`src/rtl/hilo_ctrl_pkg.sv`:
```
// Shared definitions for the HI/LO sequencer.
//   muldiv_op_t  : 3-bit EX opcode for HI/LO-writing instructions
//   hilo_state_t : controller FSM states
//   DIV_STEPS    : iterations of the restoring divider
//   abs32        : magnitude of a 32-bit value, optionally signed
package hilo_ctrl_pkg;

  typedef enum logic [2:0] {
    OP_NOP   = 3'd0,
    OP_MULT  = 3'd1,
    OP_MULTU = 3'd2,
    OP_DIV   = 3'd3,
    OP_DIVU  = 3'd4,
    OP_MTHI  = 3'd5,
    OP_MTLO  = 3'd6
  } muldiv_op_t;

  typedef enum logic [1:0] {
    S_IDLE = 2'd0,
    S_MUL  = 2'd1,
    S_DIV  = 2'd2,
    S_DONE = 2'd3
  } hilo_state_t;

  localparam int unsigned DIV_STEPS = 32;

  function automatic logic [31:0] abs32(input logic [31:0] v, input logic is_signed);
    return (is_signed & v[31]) ? (~v + 32'd1) : v;
  endfunction

endpackage

```
`src/rtl/hilo_ctrl_div_iter.sv`:
```
// div_iter: radix-2 restoring divider, 32 steps, signed or unsigned.
//   clk, resetn : clock, synchronous active-low reset
//   clear       : abort any division in progress
//   start       : latch a/b/is_signed and begin (one-cycle pulse)
//   is_signed   : treat a and b as two's complement
//   a, b        : dividend, divisor
//   done        : one-cycle pulse exactly 32 cycles after start
//   q, r        : quotient and remainder, valid while done is high
// Divide by zero gives q=all ones, r=a. The signed overflow case
// 0x8000_0000 / -1 falls out of the magnitude path as q=0x8000_0000, r=0.
module div_iter
  import hilo_ctrl_pkg::*;
(
  input  logic        clk,
  input  logic        resetn,
  input  logic        clear,
  input  logic        start,
  input  logic        is_signed,
  input  logic [31:0] a,
  input  logic [31:0] b,
  output logic        done,
  output logic [31:0] q,
  output logic [31:0] r
);

  logic [31:0] r_rem;
  logic [31:0] r_quo;
  logic [31:0] r_div;
  logic [31:0] r_a;
  logic [4:0]  r_cnt;
  logic        r_run;
  logic        r_done;
  logic        r_neg_q;
  logic        r_neg_r;
  logic        r_dz;

  logic [31:0] w_abs_a;
  logic [31:0] w_abs_b;

  // One restoring step: shift the next dividend bit into the partial
  // remainder and subtract the divisor when it fits.
  function automatic logic [63:0] div_step(input logic [31:0] rem,
                                           input logic [31:0] quo,
                                           input logic [31:0] dvs);
    logic [32:0] t;
    logic [32:0] d;
    t = {rem, quo[31]};
    d = {1'b0, dvs};
    if (t >= d) return {32'(t - d), quo[30:0], 1'b1};
    else        return {t[31:0], quo[30:0], 1'b0};
  endfunction

  assign w_abs_a = abs32(a, is_signed);
  assign w_abs_b = abs32(b, is_signed);

  // The first step is taken on the start edge so the 32nd step lands on
  // the edge before done, giving a done pulse exactly 32 cycles later.
  always_ff @(posedge clk) begin
    if (!resetn) begin
      r_rem   <= '0;
      r_quo   <= '0;
      r_div   <= '0;
      r_a     <= '0;
      r_cnt   <= '0;
      r_run   <= 1'b0;
      r_done  <= 1'b0;
      r_neg_q <= 1'b0;
      r_neg_r <= 1'b0;
      r_dz    <= 1'b0;
    end else begin
      r_done <= 1'b0;
      if (clear) begin
        r_run <= 1'b0;
        r_cnt <= '0;
      end else if (start) begin
        {r_rem, r_quo} <= div_step('0, w_abs_a, w_abs_b);
        r_div   <= w_abs_b;
        r_a     <= a;
        r_cnt   <= 5'(DIV_STEPS - 1);
        r_run   <= 1'b1;
        r_neg_q <= is_signed & (a[31] ^ b[31]);
        r_neg_r <= is_signed & a[31];
        r_dz    <= (b == '0);
      end else if (r_run) begin
        {r_rem, r_quo} <= div_step(r_rem, r_quo, r_div);
        r_cnt <= r_cnt - 5'd1;
        if (r_cnt == 5'd1) begin
          r_run  <= 1'b0;
          r_done <= 1'b1;
        end
      end
    end
  end

  assign done = r_done;
  assign q    = r_dz ? '1  : (r_neg_q ? (~r_quo + 32'd1) : r_quo);
  assign r    = r_dz ? r_a : (r_neg_r ? (~r_rem + 32'd1) : r_rem);

endmodule

```
`src/rtl/hilo_ctrl.sv`:
```
// hilo_ctrl: sequencer for the HI/LO register pair.
//   clk, resetn          : clock, synchronous active-low reset
//   req_valid/req_op     : HI/LO-writing op from EX (muldiv_op_t encoding)
//   src_a, src_b         : rs / rt operands
//   req_ready            : op accepted when req_valid & req_ready
//   flush                : abort in-flight op, suppress any write this cycle
//   rd_hilo              : MFHI/MFLO in EX
//   stall                : rd_hilo while an op is in flight
//   busy                 : op in flight
//   hi_we/lo_we          : HI/LO write enables
//   hi_data/lo_data      : HI/LO write data (result registers when idle)
module hilo_ctrl
  import hilo_ctrl_pkg::*;
#(
  parameter int unsigned MUL_CYCLES = 3
)(
  input  logic        clk,
  input  logic        resetn,
  input  logic        req_valid,
  input  logic [2:0]  req_op,
  input  logic [31:0] src_a,
  input  logic [31:0] src_b,
  output logic        req_ready,
  input  logic        flush,
  input  logic        rd_hilo,
  output logic        stall,
  output logic        busy,
  output logic        hi_we,
  output logic        lo_we,
  output logic [31:0] hi_data,
  output logic [31:0] lo_data
);

  hilo_state_t r_state;
  logic [3:0]  r_cnt;
  logic [31:0] r_a;
  logic [31:0] r_b;
  logic        r_signed;
  logic [31:0] r_res_hi;
  logic [31:0] r_res_lo;

  muldiv_op_t  w_op;
  logic        w_accept;
  logic        w_div_start;
  logic        w_div_done;
  logic [31:0] w_q;
  logic [31:0] w_r;
  logic [63:0] w_ea;
  logic [63:0] w_eb;
  logic [63:0] w_prod;

  assign w_op        = muldiv_op_t'(req_op);
  assign req_ready   = (r_state == S_IDLE) & ~flush;
  assign w_accept    = req_valid & req_ready;
  assign w_div_start = w_accept & ((w_op == OP_DIV) | (w_op == OP_DIVU));
  assign busy        = (r_state != S_IDLE);
  assign stall       = rd_hilo & busy;

  // Sign- or zero-extending both operands to 64 bits lets a single
  // unsigned multiply serve MULT and MULTU.
  assign w_ea   = {{32{r_signed & r_a[31]}}, r_a};
  assign w_eb   = {{32{r_signed & r_b[31]}}, r_b};
  assign w_prod = w_ea * w_eb;

  div_iter u_div (
    .clk       (clk),
    .resetn    (resetn),
    .clear     (flush),
    .start     (w_div_start),
    .is_signed (w_op == OP_DIV),
    .a         (src_a),
    .b         (src_b),
    .done      (w_div_done),
    .q         (w_q),
    .r         (w_r)
  );

  always_comb begin
    hi_we   = 1'b0;
    lo_we   = 1'b0;
    hi_data = r_res_hi;
    lo_data = r_res_lo;
    if (w_accept && (w_op == OP_MTHI)) begin
      hi_we   = 1'b1;
      hi_data = src_a;
    end
    if (w_accept && (w_op == OP_MTLO)) begin
      lo_we   = 1'b1;
      lo_data = src_a;
    end
    if ((r_state == S_DONE) && !flush) begin
      hi_we = 1'b1;
      lo_we = 1'b1;
    end
  end

  always_ff @(posedge clk) begin
    if (!resetn) begin
      r_state  <= S_IDLE;
      r_cnt    <= '0;
      r_a      <= '0;
      r_b      <= '0;
      r_signed <= 1'b0;
      r_res_hi <= '0;
      r_res_lo <= '0;
    end else if (flush) begin
      r_state <= S_IDLE;
      r_cnt   <= '0;
    end else begin
      unique case (r_state)
        S_IDLE: begin
          if (w_accept && ((w_op == OP_MULT) || (w_op == OP_MULTU))) begin
            r_state  <= S_MUL;
            r_cnt    <= 4'(MUL_CYCLES - 1);
            r_a      <= src_a;
            r_b      <= src_b;
            r_signed <= (w_op == OP_MULT);
          end else if (w_div_start) begin
            r_state <= S_DIV;
          end
        end
        S_MUL: begin
          if (r_cnt == '0) begin
            r_res_hi <= w_prod[63:32];
            r_res_lo <= w_prod[31:0];
            r_state  <= S_DONE;
          end else begin
            r_cnt <= r_cnt - 4'd1;
          end
        end
        S_DIV: begin
          if (w_div_done) begin
            r_res_hi <= w_r;
            r_res_lo <= w_q;
            r_state  <= S_DONE;
          end
        end
        S_DONE: r_state <= S_IDLE;
        default: r_state <= S_IDLE;
      endcase
    end
  end

endmodule

```
`config.mk`:
```
export PLATFORM = sky130hd
export DESIGN_NAME = hilo_ctrl
export DESIGN_NICKNAME = d
export VERILOG_FILES = /design/src/rtl/hilo_ctrl_pkg.sv /design/src/rtl/hilo_ctrl_div_iter.sv /design/src/rtl/hilo_ctrl.sv
export SDC_FILE = /design/constraint.sdc
export NUM_CORES = 2
export LEC_CHECK = 0
export BUFFER_PORTS_ARGS = -buffer_cell sky130_fd_sc_hd__buf_4
export CAP_MARGIN = 20
export CELL_PAD_IN_SITES_DETAIL_PLACEMENT = 0
export CELL_PAD_IN_SITES_GLOBAL_PLACEMENT = 1
export CORE_MARGIN = 8
export CORE_UTILIZATION = 30
export CTS_CLUSTER_SIZE = 28
export DETAILED_ROUTE_END_ITERATION = 10
export GPL_TIMING_DRIVEN = 0
export HOLD_SLACK_MARGIN = 0.12
export PLACE_DENSITY = 0.57
export SETUP_SLACK_MARGIN = 0.2
export SYNTH_ARGS = -nofsm -noshare
export SYNTH_HDL_FRONTEND = slang
export SYNTH_HIERARCHICAL = 1
export SYNTH_SLANG_ARGS = --single-unit
export TNS_END_PERCENT = 10
```
`constraint.sdc`:
```
create_clock -name clk -period 9.1 [get_ports clk]
set_input_delay 1.82 -clock clk [delete_from_list [all_inputs] [get_ports clk]]
set_output_delay 1.82 -clock clk [all_outputs]
set_load 0.02 [all_outputs]
```
==> impl_metrics.toml <==
[status]
outcome = "completed"

[detailed_routing]
drtAntennaViolNets = 0
drt-total-wl_um = 238600
vias_per_cell = 5.044
firstDrtPassIters = 6
wl_per_cell_um = 26.13
drt_iter0_drc = 3600
vias = 46070
drc = 0

[layout]
syn2layout_area_growth_pct = 10.99
drive_above_1_share = 0.08124
fillers = 19480
nNetsFinal = 8089
stdcell_area_um2 = 61280
regArea_um2 = 5504
multi_input_area_um2 = 43720

[critical_path]
cp_max_fo = 10
cp.required_ns = 9.55
reg2reg_to = "r_res_hi[25]"
cp.arrival_ns = 9.36
ff2ff_path_depth = 25
r2r_slack_ns = 0.19
path_class = "reg -> reg"
r2r_start = "r_a[9]"
start_kind = "register"
endpoint_kind = "register"

[sta]
setup_ws_ns = 0.1868
period_share = 0.9795
finalMaxSlewViolations = 0
max_freq_mhz = 112.2
clock_skew_ns = 0.03774
finalSetupViolCount = 0
fin_crit_ns = 8.913
rsz0062_at_grt = "true"
tightest_slew_ns = 1.125
fin_setup_tns_ns = 0
hold_viol_final = 0
max-slew-margin-rel = 0.2500

[die]
start_util = 0.3019
fp.dieH_um = 445.0
rows = 157
fp.dieArea_um2 = 198000
ios = 141
core_um2 = 182900
die_w_um = 445.0

[global_route]
grt_pass1_vias = 47560
antenna_found_initial = 21
grt_pass1_wl_um = 344600
grt_max_degree = 25
track_usage = 0.2369
grt-ovfl-total = 0

[yosys]
syn-num-nets = 7883
netlist_instances = 6427
yosysTopAreaCellShare = 0.4083
post-synth-top-count-cell = "inv_1"
synthArstFlopShare = 0
synth.avg_cell_area_um2 = 8.590
ys_ff_latch = 273
synth_commonest_cells = "inv_1 (1,193), nand2_1 (1,143), fa_1 (1,126)"
yosysSeqAreaShare = 0.09899
synthTopCellsByArea = "fa_1 (41%), dfxtp_1 (9.9%), inv_1 (8.1%)"
synth-main-ff-cell = "dfxtp_1"
yosysUniqueCellTypes = 94
yosysTopAreaCell = "fa_1"
netlist_area_um2 = 55210
yosys_warnings = 6
synth_edf_count = 0

[worst_hold_path]
hold_path_depth = 2
min_from = "u_div/r_a[20]"
hold_path_end = "u_div/r_a[20]"
worstHoldPathType = "reg -> reg"

[clock_network]
cts_root_buf = "clkbuf_16"
cts.htree.levels = 2
path_clk_slew_ns = 0.06
cts_tree = "done"
cts_num_sinks = 273
cts_inserted_buffers = 38
clock_latency_ns = 0.58
clockBufferDepth = 3

[place]
dp_hpwl_um = 202500
dpl_worst_slack_ns = -1.247
gp_congestion = 0.9408
postPlaceCellArea_um2 = 59620
io_buffers = 140

[power_and_ir_drop]
leakagePower_nw = 28.75
peakVddDrop_uv = 109.4
p_per_area_nw_per_um2 = 61.23

[job]
drv_cap = 0
-- layer usage --
metal / GRT usage / vias up / part of all wire
met3: 0.02583 / 324 / 0.061
li1: - / 20190 / -
met1: 0.3212 / 24030 / 0.43
met2: 0.3960 / 1516 / 0.47
met5: 0 / - / 0.00011
met4: 0.07838 / 4 / 0.043
-- report_power, final --
group	leakage (nW)	switching (mW)	internal (mW)
Combinational	25.9	0.621	0.314
Sequential	2.22	0.0484	1.22
Clock	0.611	0.625	0.922
-- state kept, by name, indices dropped and copies added, names as in the netlist, 2 cells and up --
name and cells:
r_a 32, r_b 32, r_cnt 4, r_res_hi 32
r_res_lo 32, r_state 2, u_div/r_a 32, u_div/r_cnt 5
u_div/r_div 32, u_div/r_quo 32, u_div/r_rem 32
-- cells in the final DEF, fill, tap and decap left out, types with 40 or more instances in the layout --
cell type  count
xor2_1       113
a21boi_0      47
fa_1        1123
mux2_2        70
a21oi_1      254
xnor2_1       90
a21o_1        56
a211oi_1      40
nand3_1       45
clkbuf_1     232
nand2_1     1143
buf_4        150
inv_1       1188
o21ai_0      190
and3_1        71
nor2_1       166
clkbuf_2     108
and2_1       355
ha_1         257
dfxtp_1      252
nor3_1        40
-- worst max-delay path, cell delays in order, from the launching register on --
cell and delay, ns:
dfxtp_1 0.71, clkbuf_2 0.51, nand2_1 0.14, fa_1 0.52, inv_1 0.06, fa_1 0.53
inv_1 0.06, fa_1 0.50, fa_1 0.55, inv_1 0.05, fa_1 0.52, fa_1 0.49
fa_1 0.50, inv_1 0.05, fa_1 0.52, inv_1 0.06, ha_1 0.40, nand2_1 0.10
o21ai_0 0.72, a221oi_2 0.21, o22ai_4 0.36, a31oi_4 0.15, nor3_2 0.34, nor2_1 0.14
o22a_1 0.24, a2111oi_2 0.35
-- cells by family after synthesis --
group | share of synthesized area
muxes | 0.02160
xor gates and xnor gates | 0.03220
DFF | 0.09899
adders and majority gates | 0.4668
AOI/OAI and AO/OA | 0.1003
buffers and inverters | 0.1099
and+or+nand+nor | 0.1702
-- worst max-delay path by stage --
stage	start	endpoint	slack, ns	cells after the start
CTS	r_b[8]	r_res_hi[7]	0.20	28
detailed placement	r_a[31]	r_res_hi[31]	-1.25	30
finish	r_a[9]	r_res_hi[25]	0.19	25
global route	r_a[31]	r_res_hi[31]	0.04	29
global placement	r_b[15]	r_res_hi[20]	-1.30	25
floorplan	r_a[31]	r_res_hi[31]	1.00	30
-- cell type report --
class / count / area share
repair buffers: 166 / 0.02264
clock inverters: 11 / 0.002675
well taps: 2464 / 0.05031
inverters: 1194 / 0.07338
multi-input cells: 4569 / 0.7134
plain buffers: 391 / 0.02948
clock buffers: 55 / 0.01787
diodes: 9 / 0.0003675
flip-flops and latches: 273 / 0.08982
-- per-stage QoR --
| step | hold WS, ns | cells | total power [mW] | utilization |
|---|---|---|---|---|
| floorplan | 0.4271 | 6427 | 1.807 | - |
| global placement | 0.4504 | 9031 | 2.214 | 0.3245 |
| detailed placement | 0.4568 | 9050 | 2.219 | 0.3260 |
| CTS | 0.4650 | 9121 | 3.779 | 0.3342 |
| global route | 0.4792 | 9123 | 3.892 | 0.3349 |
| finish | 0.4629 | 9132 | 3.752 | 0.3351 |
-- repair_timing --
| action | 4_1_cts | 5_1_grt |
|---|---|---|
| buffers inserted | 5 | 2 |
| gates resized for setup | 128 | 119 |
| hold buffers | 0 | 0 |
| pin swaps | 1 | 1 |
| setup endpoints to repair | 37 | 22 |
(Power assumes the default switching activity.)
